$ cat config.mk
export PLATFORM = sky130hd
export DESIGN_NAME = wt_lut_arbiter
export DESIGN_NICKNAME = d
export VERILOG_FILES = /design/src/rtl/wt_lut_arbiter.sv
export SDC_FILE = /design/constraint.sdc
export NUM_CORES = 1
export LEC_CHECK = 0
export ABC_AREA = 1
export BUFFER_PORTS_ARGS = -buffer_cell sky130_fd_sc_hd__buf_2
export CORE_AREA = 2 2 47 49
export CTS_CLUSTER_DIAMETER = 30
export DETAILED_ROUTE_END_ITERATION = 12
export DIE_AREA = 0 0 49 51
export PLACE_DENSITY_LB_ADDON = 0.15
export SETUP_SLACK_MARGIN = 0.15
export SLEW_MARGIN = 15
export SYNTH_ARGS = -nofsm -noshare
export SYNTH_HDL_FRONTEND = slang
export SYNTH_SLANG_ARGS = --single-unit
$ cat constraint.sdc
create_clock -name clk -period 2.95 [get_ports clk]
set_clock_uncertainty 0.05 [all_clocks]
set_input_delay 0.1475 -clock clk [delete_from_list [all_inputs] [get_ports clk]]
set_output_delay 0.1475 -clock clk [all_outputs]
set_load 0.01 [all_outputs]
$ cat src/rtl/wt_lut_arbiter.sv
// Round-robin arbiter that lends one combinational weight LUT to N_REQ requesters,
// streaming a full DATA_DEPTH-word burst per grant through a registered valid/ready stage.
module wt_lut_arbiter #(
  parameter  int DATA_WIDTH = 8,
  parameter  int DATA_DEPTH = 16,
  parameter  int N_REQ      = 2,
  localparam int ADDR_WIDTH = $clog2(DATA_DEPTH),
  localparam int ID_WIDTH   = $clog2(N_REQ)
) (
  input  logic                  clk,
  input  logic                  rst,
  input  logic [N_REQ-1:0]      req,
  output logic [N_REQ-1:0]      grant,
  output logic [N_REQ-1:0]      done,
  output logic [ADDR_WIDTH-1:0] lut_addr,
  input  logic [DATA_WIDTH-1:0] lut_data,
  output logic [DATA_WIDTH-1:0] out_data,
  output logic                  out_valid,
  input  logic                  out_ready,
  output logic [ID_WIDTH-1:0]   out_id,
  output logic                  out_last
);

  typedef enum logic [1:0] {IDLE = 2'd0, BURST = 2'd1, DRAIN = 2'd2} state_t;

  localparam logic [ADDR_WIDTH-1:0] ADDR_LAST = ADDR_WIDTH'(DATA_DEPTH - 1);
  localparam logic [ID_WIDTH-1:0]   ID_LAST   = ID_WIDTH'(N_REQ - 1);
  localparam logic [ID_WIDTH:0]     N_EXT     = (ID_WIDTH + 1)'(N_REQ);
  localparam logic [N_REQ-1:0]      GRANT_ONE = N_REQ'(1);

  state_t                  state_q;
  logic [N_REQ-1:0]        grant_q;
  logic [ID_WIDTH-1:0]     owner_q, rr_q, id_q;
  logic [ADDR_WIDTH-1:0]   addr_q;
  logic [DATA_WIDTH-1:0]   data_q;
  logic                    valid_q, last_q;

  logic [2*N_REQ-1:0]      req_dbl;
  logic [N_REQ-1:0]        req_rot;
  logic [ID_WIDTH-1:0]     pick_off, pick_id, rr_d;
  logic [ID_WIDTH:0]       pick_sum;
  logic                    pick_vld, fire, xfer, at_last;

  // Rotate req so bit 0 is the rr_q requester; the lowest set bit is then the winner.
  always_comb begin
    req_dbl  = {req, req} >> rr_q;
    req_rot  = req_dbl[N_REQ-1:0];
    pick_vld = |req_rot;
    pick_off = '0;
    for (int k = N_REQ - 1; k >= 0; k--) begin
      if (req_rot[k]) pick_off = ID_WIDTH'(k);
    end
    pick_sum = {1'b0, rr_q} + {1'b0, pick_off};
    if (pick_sum >= N_EXT) pick_sum = pick_sum - N_EXT;
    pick_id = pick_sum[ID_WIDTH-1:0];
  end

  assign fire    = !valid_q || out_ready;
  assign xfer    = valid_q && out_ready;
  assign at_last = (addr_q == ADDR_LAST);
  assign rr_d    = (owner_q == ID_LAST) ? '0 : owner_q + ID_WIDTH'(1);

  always_ff @(posedge clk or posedge rst) begin
    if (rst) begin
      state_q <= IDLE;
      grant_q <= '0;
      owner_q <= '0;
      rr_q    <= '0;
      addr_q  <= '0;
      data_q  <= '0;
      valid_q <= 1'b0;
      id_q    <= '0;
      last_q  <= 1'b0;
    end else begin
      case (state_q)
        IDLE: begin
          if (pick_vld) begin
            grant_q <= GRANT_ONE << pick_id;
            owner_q <= pick_id;
            addr_q  <= '0;
            state_q <= BURST;
          end
        end
        BURST: begin
          if (fire) begin
            data_q  <= lut_data;
            valid_q <= 1'b1;
            id_q    <= owner_q;
            last_q  <= at_last;
            addr_q  <= addr_q + ADDR_WIDTH'(1);
            if (at_last) state_q <= DRAIN;
          end
        end
        DRAIN: begin
          // Output register holds only the last word here; its acceptance ends the burst.
          if (xfer) begin
            valid_q <= 1'b0;
            last_q  <= 1'b0;
            grant_q <= '0;
            rr_q    <= rr_d;
            state_q <= IDLE;
          end
        end
        default: state_q <= IDLE;
      endcase
    end
  end

  assign grant     = grant_q;
  assign done      = grant_q & {N_REQ{xfer && last_q}};
  assign lut_addr  = addr_q;
  assign out_data  = data_q;
  assign out_valid = valid_q;
  assign out_id    = id_q;
  assign out_last  = last_q;

endmodule
==> flow_summary_export.csv, run 1 <==
group,metric,value,unit
timing,setup_violations,0,
timing,timing_max_transition_violations_final,0,
pwr,leakage,0.7217,nW
final_layout,diodes,0,
route,via_per_inst,4.718,
clock_network,clock_tree.htree_level_count,1,
global_routing,number_of_global_route_vias_before_repair,828,
clock_network,worstSkewPairLatency,0.31,ns
global_routing,grt_util_all_layers,0.1913,
final_layout,net_count_reported_at_finish,175,
final_layout,fillCellCount,176,
route,detail-route-antenna-nets,0,
timing,setup_total_negative_slack,0,ns
worst_setup_path,critical-path-slowest-cell,"sky130_fd_sc_hd__dfrtp_1",
logic_synthesis,synth_warnings,0,
logic_synthesis,mappedNetlistNets,132,
logic_synthesis,synth.distinct_cells,20,
logic_synthesis,ys_ff_latch,21,
pwr,power-per-cell-area,747.1,mW/mm^2
worst_setup_path,worst-endpoint-required,3.08,ns
floorplan,pin_count,32,
worst_setup_path,path_delay_family,"simple AND/OR/NAND/NOR gates",
global_routing,globalRoute.totalOverflow,0,
clock_network,post_cts_setup_buffers,0,
timing,worstMarginPinSlew,0.7825,ns
floorplan,floorplan.die_area,0.002499,mm^2
clock_network,clk_path_buf_depth,2,
clock_network,tritoncts,"built",
floorplan,core,0.002063,mm^2
floorplan,die_width,49,um
route,drt_wl_total,2112,um
run,max-cap-violations,0,
final_layout,layout.cells.most_common,"sky130_fd_sc_hd__nand2_1",
final_layout,layout-drive-gt1-share,0.2438,
placement,dp_hpwl,1517,um
placement,io_buffers,31,
timing,fin_worst_hold_slack,0.1235,ns
route,drt_iter0_drc,13,
floorplan,initial_core_util,0.4712,
timing,clock.fmax,0.6584,GHz
logic_synthesis,synth.avg_cell_area,8.239,um^2
route,wl_per_cell,11.23,um
floorplan,die-height,51,um
logic_synthesis,synth_seq_area_share,0.5405,
timing,fin_crit_sh,0.5149,
worst_setup_path,crit_type,"flop to flop",
timing,max_slew_margin,0.4777,
clock_network,cts.root.buffer_cell,"sky130_fd_sc_hd__clkbuf_4",
global_routing,antenna_found_initial,0,
worst_setup_path,critical_path_peak_fanout,16,
worst_setup_path,cp.buffers_inverters,2,
hold_path,min_path_type,"input pin to flop",
clock_network,numCtsBuffers,3,
timing,hold_violations,0,
clock_network,cts.sinks,21,
final_layout,syn_to_final_growth,29.73,%
global_routing,grt_pass1_wl,3532,um
worst_setup_path,critical_path_end_type,"flop",
timing,final.min_clock_period,1.519,ns
global_routing,grt_start_max_net_pins,22,
clock_network,ctsResizeCount,0,
status,outcome,"finished clean",
logic_synthesis,syn-cell-area,972.2,um^2
placement,finalWeightedCongestion,0.8093,
clock_network,clkTransAtPathRegs,0.12,ns
route,drcViolationCount,0,
route,via_total_after_detailed_routing,887,
pwr,irDropWorstVdd,341.0,uV
final_layout,commonest_cells_after_routing_fill_and_taps_aside,"53 x sky130_fd_sc_hd__nand2_1, 31 x sky130_fd_sc_hd__buf_2, 21 x sky130_fd_sc_hd__dfrtp_1",
logic_synthesis,syn-instance-count,118,
floorplan,num_rows,17,
route,firstDrtPassIters,4,
worst_setup_path,crit_arrival,1.65,ns
worst_setup_path,timing.critical_path.cells,"inv_1 > nand2_2 > nor2_4 > inv_2 > nand3_1 > o21ai_0",
worst_setup_path,cp_slowest_stage_delay,0.43,ns
timing,setup_repair_after_global_routing_missed_its_margin,"false",
worst_setup_path,startpoint_type,"flop",
[Yosys cell counts]
| library cell | count | area share |
|---|---|---|
| sky130_fd_sc_hd__o211ai_1 | 1 | 0.0077 |
| sky130_fd_sc_hd__xor2_1 | 1 | 0.0090 |
| sky130_fd_sc_hd__nand3_2 | 1 | 0.010 |
| sky130_fd_sc_hd__nand2_2 | 1 | 0.0064 |
| sky130_fd_sc_hd__buf_6 | 1 | 0.012 |
| sky130_fd_sc_hd__nor3_1 | 1 | 0.0051 |
| sky130_fd_sc_hd__o31ai_1 | 1 | 0.0077 |
| sky130_fd_sc_hd__ha_1 | 1 | 0.013 |
| sky130_fd_sc_hd__inv_1 | 10 | 0.039 |
| sky130_fd_sc_hd__nor3b_1 | 2 | 0.015 |
| sky130_fd_sc_hd__nor2_1 | 4 | 0.015 |
| sky130_fd_sc_hd__nand3_1 | 11 | 0.057 |
| sky130_fd_sc_hd__a21boi_0 | 1 | 0.0077 |
| sky130_fd_sc_hd__inv_2 | 1 | 0.0039 |
| sky130_fd_sc_hd__dfrtp_1 | 21 | 0.54 |
| sky130_fd_sc_hd__buf_4 | 1 | 0.0077 |
| sky130_fd_sc_hd__o21ai_0 | 4 | 0.021 |
| sky130_fd_sc_hd__nand2_1 | 53 | 0.20 |
| sky130_fd_sc_hd__nor2_4 | 1 | 0.012 |
| sky130_fd_sc_hd__nand4_1 | 1 | 0.0064 |
[worst register-to-register path, cell delays in order, from the launching register on]
cell,delay [ns]
sky130_fd_sc_hd__dfrtp_1,0.43
sky130_fd_sc_hd__inv_1,0.14
sky130_fd_sc_hd__nand2_2,0.10
sky130_fd_sc_hd__nor2_4,0.27
sky130_fd_sc_hd__inv_2,0.20
sky130_fd_sc_hd__nand3_1,0.12
sky130_fd_sc_hd__o21ai_0,0.10
[area by class of cell]
class                           instances  area, um^2  area share
Clock buffer                            3       22.52     0.01786
Inverter                               11       41.29     0.03274
Clock inverter                          1       5.005    0.003968
Multi-Input combinational cell         84       386.6      0.3065
Sequential cell                        21       525.5      0.4167
Tap cell                               28       35.03     0.02778
Timing Repair Buffer                   40       245.2      0.1944
[worst paths after layout]
path	slack (ns)	end	cells after the start	startpoint
max reg2reg	1.43	lut_addr[3]	6	state_q[1]
min	0.12	owner_q	3	req[1]
max in group asynchronous	1.89	out_data[4]	3	rst
min in group asynchronous	0.47	state_q[1]	3	rst
max	1.43	lut_addr[3]	6	state_q[1]
min reg2reg	0.43	out_data[1]	2	out_data[1]
[per-stage QoR]
step | utilization | worst slack (ns) | area (um^2) | power, mW | instances
after floorplan | - | 1.777 | 972.2 | 0.6794 | 118
after global placement | 0.5543 | 1.528 | 1144 | 0.7946 | 175
after detailed placement | 0.5543 | 1.466 | 1144 | 0.8042 | 175
after CTS | 0.6064 | 1.434 | 1251 | 0.9528 | 187
after global routing | 0.6113 | 1.315 | 1261 | 1.018 | 188
final | 0.6113 | 1.431 | 1261 | 0.9423 | 188
[flip-flops by register name, summed over array words and instances (netlist names)]
signal / count
grant: 2
out_id: 1
owner_q: 1
out_data: 8
out_valid: 1
state_q: 2
out_last: 1
lut_addr: 4
rr_q: 1
[cells by family (layout without fill, tap and decap cells)]
family,Yosys count,count (layout),share of synthesized area
adder cells (fa/ha/maj),1,1,0.01287
XOR/XNOR,1,1,0.009011
AND/OR/NAND/NOR,75,75,0.3320
AO/OA/AOI/OAI,7,7,0.04377
flip-flops,21,21,0.5405
buffers and inverters,13,55,0.06178
[metal layers]
metal	track usage	vias up	part of all wire	routed length, um
met4	0.1000	0	0.017	36
met1	0.2186	403	0.48	1006
met2	0.3379	21	0.47	990
met3	0.04094	4	0.037	79
li1	-	459	-	-
met5	0	-	0	0
[report_power, final]
part	internal [mW]	total [mW]	switching [mW]
Clock	0.0507	0.140	0.0889
Sequential	0.382	0.452	0.0705
Combinational	0.144	0.350	0.207
[timing repair]
| action | in CTS | in global routing |
|---|---|---|
| hold endpoints to repair | 28 | 1 |
| endpoints found under the setup margin | 0 | 0 |
| hold buffers | 8 | 1 |
Power figures use the tool's default switching activity.
==> inputs of run 2 (changes only) <==
CORE_AREA = 2 2 51 53   (was 2 2 47 49)
DIE_AREA = 0 0 53 55   (was 0 0 49 51)
clock period = 1.3 ns   (was 2.95 ns; I/O delays follow)
==> run 2 against run 1 <==
  * The run now ends with negative setup slack left
  * Die area grew 17%
  * Clock power rose by 140%
  * Register-to-register slack worse by 1.5 ns
  * Critical path depth decreased by 2
==> flow_summary_export.csv, run 2 (synthesis gave the netlist of run 1 again) <==
group,metric,value,unit
worst_setup_path,crit_arrival,1.26,ns
hold_path,holdCritStartpoint,"req[1]",
pwr,power_frac_seq,0.407,
placement,place.detailed.instances,183,
clock_network,clock_tree.htree_level_count,1,
floorplan,die_width,53,um
worst_setup_path,rr_startpoint,"out_valid",
final_layout,layout.cells.most_common,"sky130_fd_sc_hd__nand2_1",
timing,final.min_clock_period,1.370,ns
route,via_per_inst,4.842,
route,via_total_after_detailed_routing,1012,
final_layout,final-seq-area,529.3,um^2
placement,finalWeightedCongestion,0.8390,
worst_setup_path,critical_path_peak_fanout,3,
status,failing_checks,"negative setup slack",
timing,timing_max_transition_violations_final,0,
worst_setup_path,worst-endpoint-required,1.19,ns
global_routing,grt_start_max_net_pins,22,
timing,setup_violations,5,
pwr,leakage,0.8320,nW
clock_network,worstSkewPairLatency,0.31,ns
final_layout,final_core_util,0.6519,
floorplan,core,0.002365,mm^2
global_routing,grt_pass1_wl,3808,um
pwr,post-layout-total-power,2.515,mW
clock_network,clkTransAtPathRegs,0.13,ns
final_layout,diodes,0,
final_layout,final_cell_count_without_fillers,209,
timing,post-route-worst-setup-slack,-0.07031,ns
timing,worstMarginPinSlew,0.2701,ns
final_layout,syn_to_final_growth,58.56,%
hold_path,hold_path_depth,3,
worst_setup_path,rrSetupSlack,-0.03,ns
timing,setup_repair_after_global_routing_missed_its_margin,"true",
route,route.met3.wl,116,um
route,drcViolationCount,0,
worst_setup_path,crit_path_start,"out_valid",
pwr,power-per-cell-area,1632,mW/mm^2
worst_setup_path,timing.critical_path.cells,"nand2_2 > buf_6 > nor3b_2 > buf_2",
final_layout,net_count_reported_at_finish,194,
floorplan,initial_core_util,0.4111,
final_layout,multiInputGateArea,489.2,um^2
final_layout,largest_register_ffs,8,
route,top_signal_layer_used,"met4",
pwr,clock_network_fraction_of_total_power,0.132,
timing,hold_violations,0,
placement,dp_hpwl,1553,um
route,wl_per_cell,13.05,um
pwr,sw_frac_of_total,0.3930,
pwr,p_sw,0.9884,mW
floorplan,die-height,55,um
final_layout,layout-drive-gt1-share,0.4860,
clock_network,numCtsBuffers,3,
timing,setup_total_negative_slack,-0.1794,ns
route,wl_met2,1425,um
clock_network,tritoncts,"built",
timing,max_slew_margin,0.8199,
final_layout,commonest_cells_after_routing_fill_and_taps_aside,"43 x sky130_fd_sc_hd__nand2_1, 30 x sky130_fd_sc_hd__buf_2, 18 x sky130_fd_sc_hd__dfrtp_1",
clock_network,cts.root.buffer_cell,"sky130_fd_sc_hd__clkbuf_4",
global_routing,globalRoute.totalOverflow,0,
floorplan,floorplan.die_area,0.002915,mm^2
hold_path,min_delay_worst_endpoint,"owner_q",
pwr,combPwrFrac,0.461,
route,detail-route-antenna-nets,0,
global_routing,grt_util_all_layers,0.1827,
pwr,irDropWorstVdd,1063,uV
clock_network,clk_path_buf_depth,2,
timing,clock.fmax,0.7298,GHz
route,wl_met1,1098,um
floorplan,pin_count,32,
route,drt_iter0_drc,19,
status,outcome,"finished with violations",
route,firstDrtPassIters,4,
worst_setup_path,worstReg2RegEnd,"lut_addr[0]",
worst_setup_path,startpoint_type,"flop",
floorplan,num_rows,18,
worst_setup_path,crit_type,"flop to output port",
worst_setup_path,critical_path_end_type,"output port",
global_routing,antenna_found_initial,0,
final_layout,fillCellCount,198,
pwr,power_report.internal_total,1.527,mW
placement,dp_worst_setup_slack,0.03750,ns
route,drt_wl_total,2727,um
timing,fin_crit_sh,1.054,
worst_setup_path,critical-path-slowest-cell,"sky130_fd_sc_hd__dfrtp_1",
global_routing,number_of_global_route_vias_before_repair,907,
run,max-cap-violations,0,
worst_setup_path,cp_slowest_stage_delay,0.41,ns
hold_path,min_path_type,"input pin to flop",
worst_setup_path,worst-r2r-cell-count,8,
clock_network,cts.sinks,21,
placement,io_buffers,31,
## run 2: power groups by stage
stage | registers [mW] | logic, mW | clock network (mW)
6_report | 1.02 | 1.16 | 0.332
3_5_place_dp | 1.02 | 0.881 | 0
5_1_grt | 1.05 | 1.27 | 0.366
4_1_cts | 1.01 | 1.06 | 0.345
2_1_floorplan | 1.11 | 0.430 | 0
3_3_place_gp | 1.01 | 0.871 | 0
## run 2: worst max-delay path, delay by kind of cell, from the launching register on
family / cells / cell delay [ns]
flops: 1 / 0.41
buf+inv: 2 / 0.28
simple gates: 2 / 0.24
## run 2: what timing repair did
item	CTS	global route
gates resized for setup	24	21
pin swaps	4	6
setup endpoints to repair	20	25
gates cloned	1	1
hold buffers	9	0
setup buffers	9	2
endpoints found under the hold margin	29	0
## run 2: per-layer routing
layer,global-route usage,up-vias
met1,0.2119,482
met2,0.3146,26
li1,-,494
met5,0,-
met3,0.03495,10
met4,0.1111,0
## run 2: cell type report
cell class / count / area share
flip-flops and latches: 21 / 0.3433
multi-input cells: 85 / 0.3174
repair buffers: 57 / 0.2630
inverters: 11 / 0.03003
well taps: 30 / 0.02435
clock buffers: 3 / 0.01461
repair inverters: 1 / 0.004058
clock inverters: 1 / 0.003247
## run 2: how the worst max path moves through the flow
stage | end | slack, ns | cells after the start
global placement | grant[0] | 0.08 | 6
CTS | done[1] | -0.007 | 4
finish | done[1] | -0.07 | 4
global route | done[1] | -0.11 | 4
floorplan | state_q[0] | 0.13 | 8
detailed placement | lut_addr[2] | 0.04 | 8
## run 2: through the flow
step,instance area [um^2],hold WS [ns]
floorplan,974.7,-0.008472
global placement,1194,0.06053
detailed placement,1194,0.06704
CTS,1455,0.009404
global route,1541,0.04297
finish,1541,0.02749
==> inputs of run 3 (changes only) <==
ABC_AREA = 0   (was 1)
CORE_AREA = 2 2 49 51   (was 2 2 51 53)
DIE_AREA = 0 0 51 53   (was 0 0 53 55)
clock period = 1.45 ns   (was 1.3 ns; I/O delays follow)
==> run 3 against run 2 <==
  * The run now ends clean
  * Setup slack better by 0.18 ns
  * Combinational power is 8% lower
  * Final cell count is 20% lower
  * Hold slack better by 0.033 ns
  * Flip-flop and latch count stayed put
  * Non-clock buffer count is 1 lower
  * Power is 8.1% lower
  * Clock power is 15% lower
  * Synthesized cell count is 31% lower
  * Global-route usage is 0.16 points lower
  * Via count is 16% lower
  * Die area is 7.3% lower
  * Critical endpoint is now out_data[7]
  * Largest cell class unchanged
  * Largest power group unchanged
  * Highest routed layer unchanged
==> flow_summary_export.csv, run 3 <==
group,metric,value,unit
status,outcome,"finished clean",
logic_synthesis,netlist.top_cell.by_area,"sky130_fd_sc_hd__dfrtp_1",
global_routing,grt_start_max_net_pins,22,
pwr,p_sw,0.8210,mW
clock_network,cts.root.buffer_cell,"sky130_fd_sc_hd__clkbuf_4",
global_routing,grt_pass1_wl,3615,um
floorplan,core,0.002148,mm^2
logic_synthesis,synth_warnings,0,
worst_setup_path,critical-path-slowest-cell,"sky130_fd_sc_hd__dfrtp_1",
worst_setup_path,worst-endpoint-required,1.60,ns
placement,finalWeightedCongestion,0.8114,
route,firstDrtPassIters,4,
global_routing,number_of_global_route_vias_before_repair,848,
final_layout,commonest_cells_after_routing_fill_and_taps_aside,"31 x sky130_fd_sc_hd__buf_2, 19 x sky130_fd_sc_hd__dfrtp_1, 12 x sky130_fd_sc_hd__buf_4",
logic_synthesis,syn-cell-area,993.5,um^2
final_layout,net_count_reported_at_finish,155,
clock_network,clock_tree.htree_level_count,1,
worst_setup_path,rr_startpoint,"state_q[0]",
floorplan,die_width,51,um
pwr,leakage,0.7210,nW
worst_setup_path,cp.buffers_inverters,1,
route,detail-route-antenna-nets,0,
route,drt_iter0_drc,7,
clock_network,clkTransAtPathRegs,0.12,ns
timing,hold_violations,0,
hold_path,holdCritStartpoint,"out_ready",
logic_synthesis,synth.avg_cell_area,12.12,um^2
hold_path,hold_path_depth,3,
pwr,power-per-cell-area,1584,mW/mm^2
worst_setup_path,startpoint_type,"flop",
hold_path,min_path_type,"input pin to flop",
clock_network,worstSkewPairLatency,0.30,ns
logic_synthesis,synth.distinct_cells,27,
floorplan,die-height,53,um
floorplan,floorplan.die_area,0.002703,mm^2
logic_synthesis,synth.cells.most_frequent,"21 x sky130_fd_sc_hd__dfrtp_1, 9 x sky130_fd_sc_hd__mux2_4, 6 x sky130_fd_sc_hd__a21oi_1, 5 x sky130_fd_sc_hd__a31oi_1, 5 x sky130_fd_sc_hd__nor2_1",
timing,clock.fmax,0.7473,GHz
clock_network,tritoncts,"built",
placement,io_buffers,31,
route,via_per_inst,5.065,
worst_setup_path,timing.critical_path.cells,"buf_4 > nor2b_4 > and2_4 > mux2_4",
worst_setup_path,critical_path_end_type,"flop",
pwr,power_report.internal_total,1.489,mW
worst_setup_path,crit_type,"flop to flop",
floorplan,num_rows,17,
logic_synthesis,synth_area_leaders,"sky130_fd_sc_hd__dfrtp_1 53%, sky130_fd_sc_hd__mux2_4 14%, sky130_fd_sc_hd__a31oi_1 3.1%",
logic_synthesis,ys_ff_latch,21,
pwr,combPwrFrac,0.464,
logic_synthesis,synth_edf_count,0,
clock_network,clk_path_buf_depth,2,
timing,worstMarginPinSlew,0.3483,ns
placement,dp_hpwl,1447,um
hold_path,min_delay_worst_endpoint,"state_q[1]",
pwr,irDropWorstVdd,762.1,uV
worst_setup_path,path_delay_family,"flip-flops",
timing,fin_crit_sh,0.9229,
pwr,sw_frac_of_total,0.3554,
worst_setup_path,worstReg2RegEnd,"out_data[7]",
pwr,power_frac_seq,0.413,
clock_network,cts.sinks,21,
final_layout,syn_to_final_growth,46.85,%
final_layout,largest_register_ffs,8,
final_layout,layout.cells.most_common,"sky130_fd_sc_hd__buf_2",
worst_setup_path,crit_arrival,1.49,ns
timing,max_slew_margin,0.7678,
logic_synthesis,area_share_of_the_largest_cell_type_after_synthesis,0.5290,
global_routing,antenna_found_initial,0,
timing,post-route-worst-setup-slack,0.1118,ns
route,drt_wl_total,2241,um
route,drcViolationCount,0,
logic_synthesis,ys_async_sr_fraction,1.000,
route,via_total_after_detailed_routing,851,
worst_setup_path,critical_path_peak_fanout,5,
worst_setup_path,cp_slowest_stage_delay,0.39,ns
logic_synthesis,yosys.cell_count.top_type,"sky130_fd_sc_hd__dfrtp_1",
timing,setup_violations,0,
floorplan,initial_core_util,0.4624,
global_routing,globalRoute.totalOverflow,0,
timing,final.min_clock_period,1.338,ns
placement,dp_worst_setup_slack,0.08428,ns
floorplan,pin_count,32,
logic_synthesis,mappedNetlistNets,96,
final_layout,diodes,0,
logic_synthesis,synthFlopType,"sky130_fd_sc_hd__dfrtp_1",
timing,setup_total_negative_slack,0,ns
logic_synthesis,synth_seq_area_share,0.5290,
timing,timing_max_transition_violations_final,0,
pwr,clock_network_fraction_of_total_power,0.122,
route,wl_per_cell,13.34,um
clock_network,numCtsBuffers,3,
run,max-cap-violations,0,
logic_synthesis,syn-instance-count,82,
final_layout,layout-drive-gt1-share,0.5071,
timing,setup_repair_after_global_routing_missed_its_margin,"true",
worst_setup_path,rrSetupSlack,0.11,ns
global_routing,grt_util_all_layers,0.1812,
worst_setup_path,worst-r2r-cell-count,4,
## run 3: changes by cell type after synthesis, sizes merged, moves of 2 or more
cell,delta
a21oi,+6
a311oi,+2
a31oi,+5
and3,+3
and4,+2
inv,-8
mux2,+9
nand2,-50
nand2b,+3
nand3,-9
nor2b,+2
## run 3: layout make-up
class	instances	area (um^2)
Inverter	3	11.26
Clock buffer	3	22.52
Tap cell	28	35.03
Timing Repair Buffer	56	377.9
Fill cell	161	689.4
Multi-Input combinational cell	56	479.2
Clock inverter	1	5.005
Sequential cell	21	528.0
## run 3: repair_timing
item | in CTS | in global routing
resized for setup | 4 | 8
pin swaps | 1 | 4
hold buffers | 11 | 0
setup endpoints to repair | 14 | 21
cloned | 1 | 0
endpoints found under the hold margin | 31 | 0
setup buffers | 4 | 5
## run 3: how the worst max path moves through the flow
stage | slack, ns | cells after the start | from | to
2_1_floorplan | 0.12 | 5 | state_q[0] | out_data[0]
3_3_place_gp | 0.11 | 3 | out_valid | out_data[2]
3_5_place_dp | 0.08 | 3 | out_valid | out_data[7]
4_1_cts | 0.13 | 3 | state_q[0] | lut_addr[1]
5_1_grt | 0.08 | 4 | state_q[0] | out_data[7]
6_report | 0.11 | 4 | state_q[0] | out_data[7]
## run 3: stage by stage
step | power [mW] | instances | area [um^2] | hold WS (ns) | util
2_1_floorplan | 1.587 | 82 | 1005 | -0.001042 | -
3_5_place_dp | 1.905 | 143 | 1201 | 0.06389 | 0.5591
4_1_cts | 2.242 | 163 | 1395 | 0.05465 | 0.6494
5_1_grt | 2.481 | 168 | 1459 | 0.07349 | 0.6791
3_3_place_gp | 1.872 | 143 | 1201 | 0.06367 | 0.5591
6_report | 2.310 | 168 | 1459 | 0.06049 | 0.6791
## run 3: routing by layer
layer	up-vias	global-route usage	part of all wire
li1	417	-	-
met2	21	0.3052	0.50
met1	411	0.2365	0.46
met4	0	0.06757	0.0062
met3	2	0.02542	0.037
met5	-	0	0
## run 3: kinds of logic after synthesis
family                     count (synthesis)  share of synthesized area
and+or+nand+nor                           27                     0.1713
DFF                                       21                     0.5290
AOI/OAI and AO/OA                         17                     0.1083
muxes                                     10                     0.1461
buffers and inverters                      6                    0.03274
adders and majority gates                  1                    0.01259
## run 3: power groups by stage
stage / registers, mW / logic (mW) / clock network, mW
final: 0.955 / 1.07 / 0.283
after global routing: 0.990 / 1.18 / 0.309
after CTS: 0.954 / 0.997 / 0.291
after detailed placement: 0.963 / 0.942 / 0
after global placement: 0.956 / 0.917 / 0
after floorplan: 1.04 / 0.551 / 0
## run 3: tightest hold or removal path: cells and delay by family
family	cells	cell delay, ns
buf+inv	1	0.16
compound gates	2	0.15
